### config.mk
export PLATFORM = sky130hd
export DESIGN_NAME = mmio_bus_fabric
export DESIGN_NICKNAME = d
export VERILOG_FILES = /design/src/rtl/mmio_bus_fabric.sv
export SDC_FILE = /design/constraint.sdc
export NUM_CORES = 1
export LEC_CHECK = 0
export ABC_AREA = 1
export CAP_MARGIN = 30
export CORE_MARGIN = 5
export CORE_UTILIZATION = 38
export CTS_CLUSTER_DIAMETER = 30
export DETAILED_ROUTE_END_ITERATION = 10
export PLACE_DENSITY = 0.91
export SYNTH_ARGS = -nofsm -noshare
export SYNTH_HDL_FRONTEND = slang
export SYNTH_SLANG_ARGS = --single-unit
### constraint.sdc
create_clock -name clk -period 2 [get_ports clk]
set_input_delay 0.2 -clock clk [delete_from_list [all_inputs] [get_ports clk]]
set_output_delay 0.2 -clock clk [all_outputs]
set_load 0.05 [all_outputs]
### src/rtl/mmio_bus_fabric.sv
// mmio_bus_fabric: memory-mapped I/O interconnect between one bus master and
// NUM_SLAVES peripheral slots. Request/done handshake, slot decode, one-hot
// per-slave read/write strobes, configurable read latency, error response on
// unmapped addresses.
//
// Ports:
//   clk, rst            clock, synchronous active-high reset
//   m_req/m_we/m_addr/m_wdata   master request (sampled only in IDLE)
//   m_busy/m_done/m_err/m_rdata master response
//   memAddress/writeData        latched address/data broadcast to all slaves
//   writeEnable/readEnable      one-hot slave strobes (one cycle, ACCESS only)
//   s_readData                  slave i read data at [i*DATA_W +: DATA_W]
//   stat_xfers/stat_errs        transaction/error counters
//
// Optional feature: define MMIO_STATS_EN to build saturating transaction and
// error counters; otherwise both stat outputs are tied to 0.

module mmio_bus_fabric #(
  parameter int unsigned       NUM_SLAVES   = 4,
  parameter int unsigned       ADDR_W       = 30,
  parameter int unsigned       DATA_W       = 32,
  parameter logic [ADDR_W-1:0] BASE_ADDR    = '0,
  parameter int unsigned       SLOT_STRIDE  = 4,
  parameter int unsigned       READ_LATENCY = 0
) (
  input  logic                         clk,
  input  logic                         rst,
  input  logic                         m_req,
  input  logic                         m_we,
  input  logic [ADDR_W-1:0]            m_addr,
  input  logic [DATA_W-1:0]            m_wdata,
  output logic                         m_busy,
  output logic                         m_done,
  output logic                         m_err,
  output logic [DATA_W-1:0]            m_rdata,
  output logic [ADDR_W-1:0]            memAddress,
  output logic [DATA_W-1:0]            writeData,
  output logic [NUM_SLAVES-1:0]        writeEnable,
  output logic [NUM_SLAVES-1:0]        readEnable,
  input  logic [NUM_SLAVES*DATA_W-1:0] s_readData,
  output logic [15:0]                  stat_xfers,
  output logic [15:0]                  stat_errs
);

  localparam int unsigned SLOT_W = (NUM_SLAVES > 1) ? $clog2(NUM_SLAVES) : 1;
  localparam int unsigned SHIFT  = $clog2(SLOT_STRIDE);
  localparam int unsigned CNT_W  = 3;

  typedef enum logic [2:0] {IDLE, ACCESS, WAIT, DONE, ERR} state_t;

  state_t              state_q, state_d;
  logic [SLOT_W-1:0]   slot_q, slot_d;
  logic                we_q, we_d;
  logic [CNT_W-1:0]    cnt_q, cnt_d;
  logic                busy_d, done_d, err_d;
  logic [DATA_W-1:0]   rdata_d, wdata_d;
  logic [ADDR_W-1:0]   addr_d;
  logic [NUM_SLAVES-1:0] wen_d, ren_d;

  logic [ADDR_W-1:0]   off;
  logic                hit;
  logic [SLOT_W-1:0]   slot_sel;
  logic [DATA_W-1:0]   slv_data [NUM_SLAVES];
  logic [DATA_W-1:0]   rd_slice;

  // Unpack the flat slave read bus so the latched slot can index it directly.
  for (genvar i = 0; i < NUM_SLAVES; i++) begin : g_unpack
    assign slv_data[i] = s_readData[i*DATA_W +: DATA_W];
  end
  assign rd_slice = slv_data[slot_q];

  // Address decode; an address below BASE_ADDR is rejected before the
  // subtraction result is trusted, so underflow never lands in a slot.
  always_comb begin
    off      = m_addr - BASE_ADDR;
    hit      = (m_addr >= BASE_ADDR) &&
               ((off & ADDR_W'(SLOT_STRIDE - 1)) == '0) &&
               ((off >> SHIFT) < ADDR_W'(NUM_SLAVES));
    slot_sel = SLOT_W'(off >> SHIFT);
  end

  // Next-state and registered-output logic.
  always_comb begin
    state_d = state_q;
    slot_d  = slot_q;
    we_d    = we_q;
    cnt_d   = cnt_q;
    done_d  = 1'b0;
    err_d   = 1'b0;
    rdata_d = m_rdata;
    addr_d  = memAddress;
    wdata_d = writeData;
    wen_d   = '0;
    ren_d   = '0;

    case (state_q)
      IDLE: begin
        if (m_req) begin
          addr_d  = m_addr;
          wdata_d = m_wdata;
          we_d    = m_we;
          slot_d  = slot_sel;
          if (hit) begin
            state_d = ACCESS;
            if (m_we) wen_d = NUM_SLAVES'(1) << slot_sel;
            else      ren_d = NUM_SLAVES'(1) << slot_sel;
          end else begin
            state_d = ERR;
            done_d  = 1'b1;
            err_d   = 1'b1;
            rdata_d = '0;
          end
        end
      end
      ACCESS: begin
        if (we_q || (READ_LATENCY == 0)) begin
          state_d = DONE;
          done_d  = 1'b1;
          if (!we_q) rdata_d = rd_slice;
        end else begin
          state_d = WAIT;
          cnt_d   = CNT_W'(READ_LATENCY - 1);
        end
      end
      WAIT: begin
        if (cnt_q == '0) begin
          state_d = DONE;
          done_d  = 1'b1;
          rdata_d = rd_slice;
        end else begin
          cnt_d = cnt_q - CNT_W'(1);
        end
      end
      DONE:    state_d = IDLE;
      ERR:     state_d = IDLE;
      default: state_d = IDLE;
    endcase

    busy_d = (state_d != IDLE);
  end

  // State and output registers.
  always_ff @(posedge clk) begin
    if (rst) begin
      state_q     <= IDLE;
      slot_q      <= '0;
      we_q        <= 1'b0;
      cnt_q       <= '0;
      m_busy      <= 1'b0;
      m_done      <= 1'b0;
      m_err       <= 1'b0;
      m_rdata     <= '0;
      memAddress  <= '0;
      writeData   <= '0;
      writeEnable <= '0;
      readEnable  <= '0;
    end else begin
      state_q     <= state_d;
      slot_q      <= slot_d;
      we_q        <= we_d;
      cnt_q       <= cnt_d;
      m_busy      <= busy_d;
      m_done      <= done_d;
      m_err       <= err_d;
      m_rdata     <= rdata_d;
      memAddress  <= addr_d;
      writeData   <= wdata_d;
      writeEnable <= wen_d;
      readEnable  <= ren_d;
    end
  end

`ifdef MMIO_STATS_EN
  logic [15:0] xfers_q, errs_q;

  // Saturating counters, advanced on each completion pulse.
  always_ff @(posedge clk) begin
    if (rst) begin
      xfers_q <= '0;
      errs_q  <= '0;
    end else if (m_done) begin
      if (xfers_q != 16'hFFFF)         xfers_q <= xfers_q + 16'd1;
      if (m_err && errs_q != 16'hFFFF) errs_q  <= errs_q + 16'd1;
    end
  end

  assign stat_xfers = xfers_q;
  assign stat_errs  = errs_q;
`else
  assign stat_xfers = '0;
  assign stat_errs  = '0;
`endif

endmodule

### Word level (Yosys, flattened, before mapping)

Cells that the tools add are included.

* register bits after elaboration: 114
* output and inout bits: 137
* bits of input ports: 194
* word-level logic and storage cells: 58

* shifts and indexed selects: 1
* magnitude comparators: 3
* equality and inequality tests: 6
* reduce and logical (&&, ||, !) cells: 13
* bitwise logic cells: 6
* mux-type cells: 16
* add/subtract/negate cells: 1

Operators by type and width (number)
* 2-to-1 mux 32 bit: 6
* one-hot mux 32 bit (3 select lines): 1
* binary-select mux 32 bit (select 2 bit): 1
* >= comparator 30 x 1 -> 1 bit (second input constant): 1
* logical NOT 30 bit: 1
* < comparator 28 x 3 -> 1 bit (second input constant): 1
* OR reduction 5 bit: 2
* 2-to-1 mux 3 bit: 3
* one-hot mux 3 bit (3 select lines): 1
* inequality test 2 bit (second input constant): 4
* logical NOT 3 bit: 2
* nonzero test 3 bit: 2
* inverter 1 bit: 5
* AND reduction 5 bit: 1
* AND reduction 2 bit: 2
* left shift 1 x 2 -> 4 bit (first input constant): 1
* == test 3 x 1 -> 1 bit (second input constant): 1
* == test 3 x 2 -> 1 bit (second input constant): 1
* >= comparator 3 bit (second input constant): 1
* 2-to-1 mux 1 bit: 3
* inverter 2 -> 3 bit: 1
* one-hot mux 1 bit (3 select lines): 1
* subtractor 3 x 1 -> 3 bit (second input constant): 1
* logical AND 1 bit: 2
* OR reduction 2 bit: 1

### Longest topological paths before layout

Gate-level depths: netlist (run 1).

* word-level depth: 7
* mapped depth: 11
* mapped depth without buffers: 10

### Worst setup path before layout (run 1)

Ideal clock, no wire load.

* path type: register to register
* start: reg, netlist name memAddress[2]
* end: reg m_rdata[10]
* clock period less this slack: 1816 ps
* arrival time: 1688 ps
* stages on the path, launching flop included: 11
* buffers on the path: 3
* path slack: 184 ps
* library setup time: 128 ps
* path through: dfxtp_1 buf_2 inv_1 buf_2 clkbuf_1 o21ai_0 o22ai_1 nand2_1 nand3_1 nand2_1 nor2_1

RTL lines
* end signal, assigned: RTL line 165 `m_rdata <= rdata_d;`
* end, declared: RTL line 35 `output logic [DATA_W-1:0] m_rdata,`

### Worst setup path after layout (run 1)

* start: reg memAddress[2]
* end: out memAddress[2]

RTL lines
* start, declared: RTL line 36 `output logic [ADDR_W-1:0] memAddress,`
* start signal, assigned: RTL line 166 `memAddress <= addr_d;`

No word-level cell between the ends.

==> impl_metrics.xml, run 1 <==
<?xml version="1.0" encoding="UTF-8"?>
<metrics>
  <group name="run_status">
    <metric name="run_status" unit="">finished, final reports clean</metric>
  </group>
  <group name="setup_path">
    <metric name="buffer_and_inverter_count_on_the_worst_path" unit="">1</metric>
    <metric name="timing.rr.end" unit="">m_rdata[0]</metric>
    <metric name="timing.rr.start" unit="">state_q[0]</metric>
    <metric name="path_max_fanout" unit="">9</metric>
    <metric name="endpoint_type_of_the_worst_setup_path" unit="">output pin</metric>
    <metric name="regToRegSetupSlack" unit="ns">0.27</metric>
    <metric name="slowest_delay" unit="ns">0.85</metric>
    <metric name="timing_worst_setup_path_type" unit="">register to output pin</metric>
    <metric name="start_kind" unit="">register</metric>
    <metric name="timing.critical_path.arrival" unit="ns">1.65</metric>
    <metric name="timing.reg2reg.worst_path_depth" unit="">9</metric>
    <metric name="worstPathRequired" unit="ns">1.80</metric>
    <metric name="timing.critical_path.slowest_stage_cell" unit="">clkdlybuf4s50_1</metric>
    <metric name="critical_path.cell_chain" unit="">clkdlybuf4s50_1</metric>
    <metric name="critical-path-top-delay-family" unit="">buffers and inverters</metric>
  </group>
  <group name="global_route">
    <metric name="global_route_wire_length_before_repair" unit="mm">29.9</metric>
    <metric name="globalRouteOverflowTotal" unit="">0</metric>
    <metric name="first_global_vias" unit="">6052</metric>
    <metric name="gr-usage-all-layers" unit="">0.224</metric>
    <metric name="initial_antenna_violation_count" unit="">0</metric>
    <metric name="grt_max_degree" unit="">53</metric>
  </group>
  <group name="clock_network">
    <metric name="clk_pin_slew_worst_paths" unit="ns">0.08</metric>
    <metric name="tritoncts.num_buffers" unit="">9</metric>
    <metric name="post_cts_resized" unit="">0</metric>
    <metric name="clockRootBuffer" unit="">clkbuf_16</metric>
    <metric name="clk_latency" unit="ns">0.35</metric>
    <metric name="tritoncts" unit="">yes</metric>
    <metric name="clock_tree.buffer_depth" unit="">2</metric>
    <metric name="htree_num_levels" unit="">3</metric>
    <metric name="number_of_clock_sinks_seen_by_cts" unit="">112</metric>
    <metric name="cts.repair_timing.setup_buffer_count" unit="">0</metric>
    <metric name="post_cts_hold_buffer_count" unit="">0</metric>
  </group>
  <group name="min_path">
    <metric name="holdCritStartpoint" unit="">rst</metric>
    <metric name="holdPathEnd" unit="">m_rdata[24]</metric>
    <metric name="worstHoldPathType" unit="">input pin to register</metric>
    <metric name="timing.hold.worst_path_depth" unit="">2</metric>
  </group>
  <group name="sta">
    <metric name="final-setup-viol-count" unit="">0</metric>
    <metric name="fin_clk_skew" unit="ns">0.00491</metric>
    <metric name="timing_worst_slew_pin_value" unit="ns">0.550</metric>
    <metric name="min_period_over_period" unit="">0.924</metric>
    <metric name="hold_vio_cnt_final" unit="">0</metric>
    <metric name="fin_crit" unit="ns">1.85</metric>
    <metric name="worst_slew_margin_relative_to_its_limit" unit="">0.632</metric>
    <metric name="timing.final.max_slew_violations" unit="">0</metric>
    <metric name="setup-tns-final" unit="ns">0</metric>
    <metric name="grt_setup_unrepaired" unit="">false</metric>
    <metric name="max_clock_freq" unit="MHz">541</metric>
    <metric name="final_critical_path_setup_slack" unit="ns">0.151</metric>
  </group>
  <group name="power_and_ir_drop">
    <metric name="power.static_leakage" unit="nW">3.56</metric>
    <metric name="ir_worst_vdd" unit="mV">0.652</metric>
    <metric name="pwr_density" unit="nW/um^2">1100</metric>
  </group>
  <group name="final_layout">
    <metric name="layout.cells.non_filler" unit="">1290</metric>
    <metric name="postLayoutCellArea" unit="sq um">8820</metric>
    <metric name="drive_above_1_share" unit="">0.0450</metric>
    <metric name="layout_common_cells" unit="">clkdlybuf4s50_1, nand2_1, nor2_1</metric>
    <metric name="postLayoutCoreUtil" unit="">0.631</metric>
    <metric name="mostFrequentLayoutCell" unit="">clkdlybuf4s50_1</metric>
    <metric name="syn_to_final_growth" unit="%">61.5</metric>
    <metric name="insertedDiodeCount" unit="">0</metric>
    <metric name="finalNetCount" unit="">1301</metric>
  </group>
  <group name="placed_design">
    <metric name="placement.io_buffers" unit="">298</metric>
    <metric name="routabilityCongestion" unit="">0.825</metric>
    <metric name="placement.setup.worst_slack" unit="ns">-0.105</metric>
    <metric name="dpl.cell_count" unit="">1274</metric>
    <metric name="detail_placement_hpwl" unit="mm">15.5</metric>
    <metric name="placed_cell_area" unit="sq um">8530</metric>
  </group>
  <group name="route">
    <metric name="iteration_0_drc_count_of_the_detailed_router" unit="">299</metric>
    <metric name="postRouteWirelength" unit="mm">20.0</metric>
    <metric name="num_vias" unit="">6276</metric>
    <metric name="remaining_drc_errors" unit="">0</metric>
    <metric name="drtAntennaViolNets" unit="">0</metric>
    <metric name="routed_via_density" unit="">4.87</metric>
    <metric name="avgRoutedWirePerCell" unit="um">15.5</metric>
    <metric name="drt-pass1-iter-count" unit="">5</metric>
  </group>
  <group name="yosys">
    <metric name="synthesis.instances" unit="">831</metric>
    <metric name="postSynthRegisterBits" unit="">112</metric>
    <metric name="synth-xor-area-share" unit="">0</metric>
    <metric name="compound_gate_portion_of_the_synthesized_area" unit="">0.167</metric>
    <metric name="synth_area" unit="sq um">5460</metric>
    <metric name="synthesis.area_per_instance" unit="sq um">6.57</metric>
    <metric name="seq_area_frac_synth" unit="">0.410</metric>
    <metric name="synth_warnings" unit="">0</metric>
    <metric name="arithmetic_cell_share_of_the_synthesized_area_counting_full_adders_half_adders_and_majority_gates" unit="">0.00458</metric>
    <metric name="multiplexer_area_fraction_after_synthesis" unit="">0</metric>
    <metric name="main_combinational_cell_family_by_area_after_synthesis" unit="">simple AND/OR/NAND/NOR gates</metric>
    <metric name="yosys.cell_types.count" unit="">27</metric>
    <metric name="simple_gate_area_share_of_the_yosys_netlist" unit="">0.296</metric>
  </group>
  <group name="run">
    <metric name="timing.max_cap.violations" unit="">0</metric>
  </group>
  <group name="floorplan">
    <metric name="io-pin-count" unit="">331</metric>
    <metric name="fp.dieW" unit="um">130</metric>
    <metric name="num_rows" unit="">43</metric>
    <metric name="floorplan.initialDensity" unit="">0.391</metric>
    <metric name="die_h" unit="um">130</metric>
    <metric name="fp.coreArea" unit="sq um">14000</metric>
    <metric name="die_area" unit="sq um">16900</metric>
  </group>
</metrics>
==> report_power, final <==
| part | internal (mW) | switching, mW |
|---|---|---|
| combinational | 1.77 | 3.28 |
| clock | 0.872 | 0.890 |
| sequential | 2.64 | 0.230 |
==> per-stage QoR <==
stage          total power [mW]  hold slack [ns]
4_1_cts                    9.79            0.196
5_1_grt                    10.3            0.210
3_3_place_gp               7.89            0.437
6_report                   9.69            0.216
2_1_floorplan              6.27            0.344
3_5_place_dp               7.98            0.448
==> worst max-delay path by stage <==
stage,start,slack [ns],end,cells after the start
2_1_floorplan,memAddress[2],0.18,m_rdata[10],10
3_3_place_gp,m_addr[6],-0.09,m_rdata[8],11
3_5_place_dp,m_addr[6],-0.10,m_rdata[0],11
4_1_cts,memAddress[2],0.14,memAddress[2],1
5_1_grt,state_q[0],0.11,m_rdata[23],9
6_report,memAddress[2],0.15,memAddress[2],1
==> final cells by class <==
type,instances,area (sq um)
fill,1207,5160
timing repair buffer,321,3210
multi-input combinational,614,2680
sequential,112,2240
clock buffer,9,225
tap,180,225
inverter,47,176
clock inverter,7,67.6
==> flip-flops by register name, summed over array words and instances, names as in the netlist, 3 cells and up <==
register and count:
writeData 32, m_rdata 32, state_q 3, memAddress 30, readEnable 4, cnt_q 3, writeEnable 4
==> cells by family (layout without fill, tap and decap cells) <==
logic type               Yosys count  after routing
adder cells (fa/ha/maj)            2              2
AO/OA/AOI/OAI                    171            171
buffers and inverters            136            384
other                              1             32
flip-flops                       112            112
AND/OR/NAND/NOR                  409            409
==> synthesized netlist by cell type (all sizes together) <==
library cell | number | area [sq um]
o21ai | 66 | 330
o22ai | 32 | 200
nor3 | 5 | 41.3
dfxtp | 112 | 2240
buf | 47 | 332
nand4 | 1 | 6.26
o21bai | 2 | 15.0
inv | 47 | 176
nand3 | 33 | 165
nand3b | 1 | 7.51
clkbuf | 42 | 158
nor2 | 133 | 502
o211ai | 1 | 7.51
conb | 1 | 3.75
nand2 | 235 | 887
and2 | 1 | 6.26
a21oi | 67 | 335
ha | 2 | 25.0
a211oi | 3 | 22.5
==> metal layers <==
layer | global-route usage | share of wire | vias up
met4 | 0.0905 | 0.025 | 0
met2 | 0.394 | 0.49 | 283
met1 | 0.238 | 0.36 | 2821
li1 | - | - | 3142
met3 | 0.0929 | 0.12 | 30
met5 | 0 | 0 | -
Note: power is estimated with default switching activity, not from simulation.
==> run 2: changes to the inputs <==
CTS_CLUSTER_DIAMETER = 100   (was 30)
==> results of run 2 <==
The final DEF is identical to that of run 1; final timing and power are the same.
==> run 3: changes to the inputs <==
HOLD_SLACK_MARGIN = 0.02   (was unset)
==> results of run 3 <==
The final DEF is identical to that of run 1; final timing and power are the same.
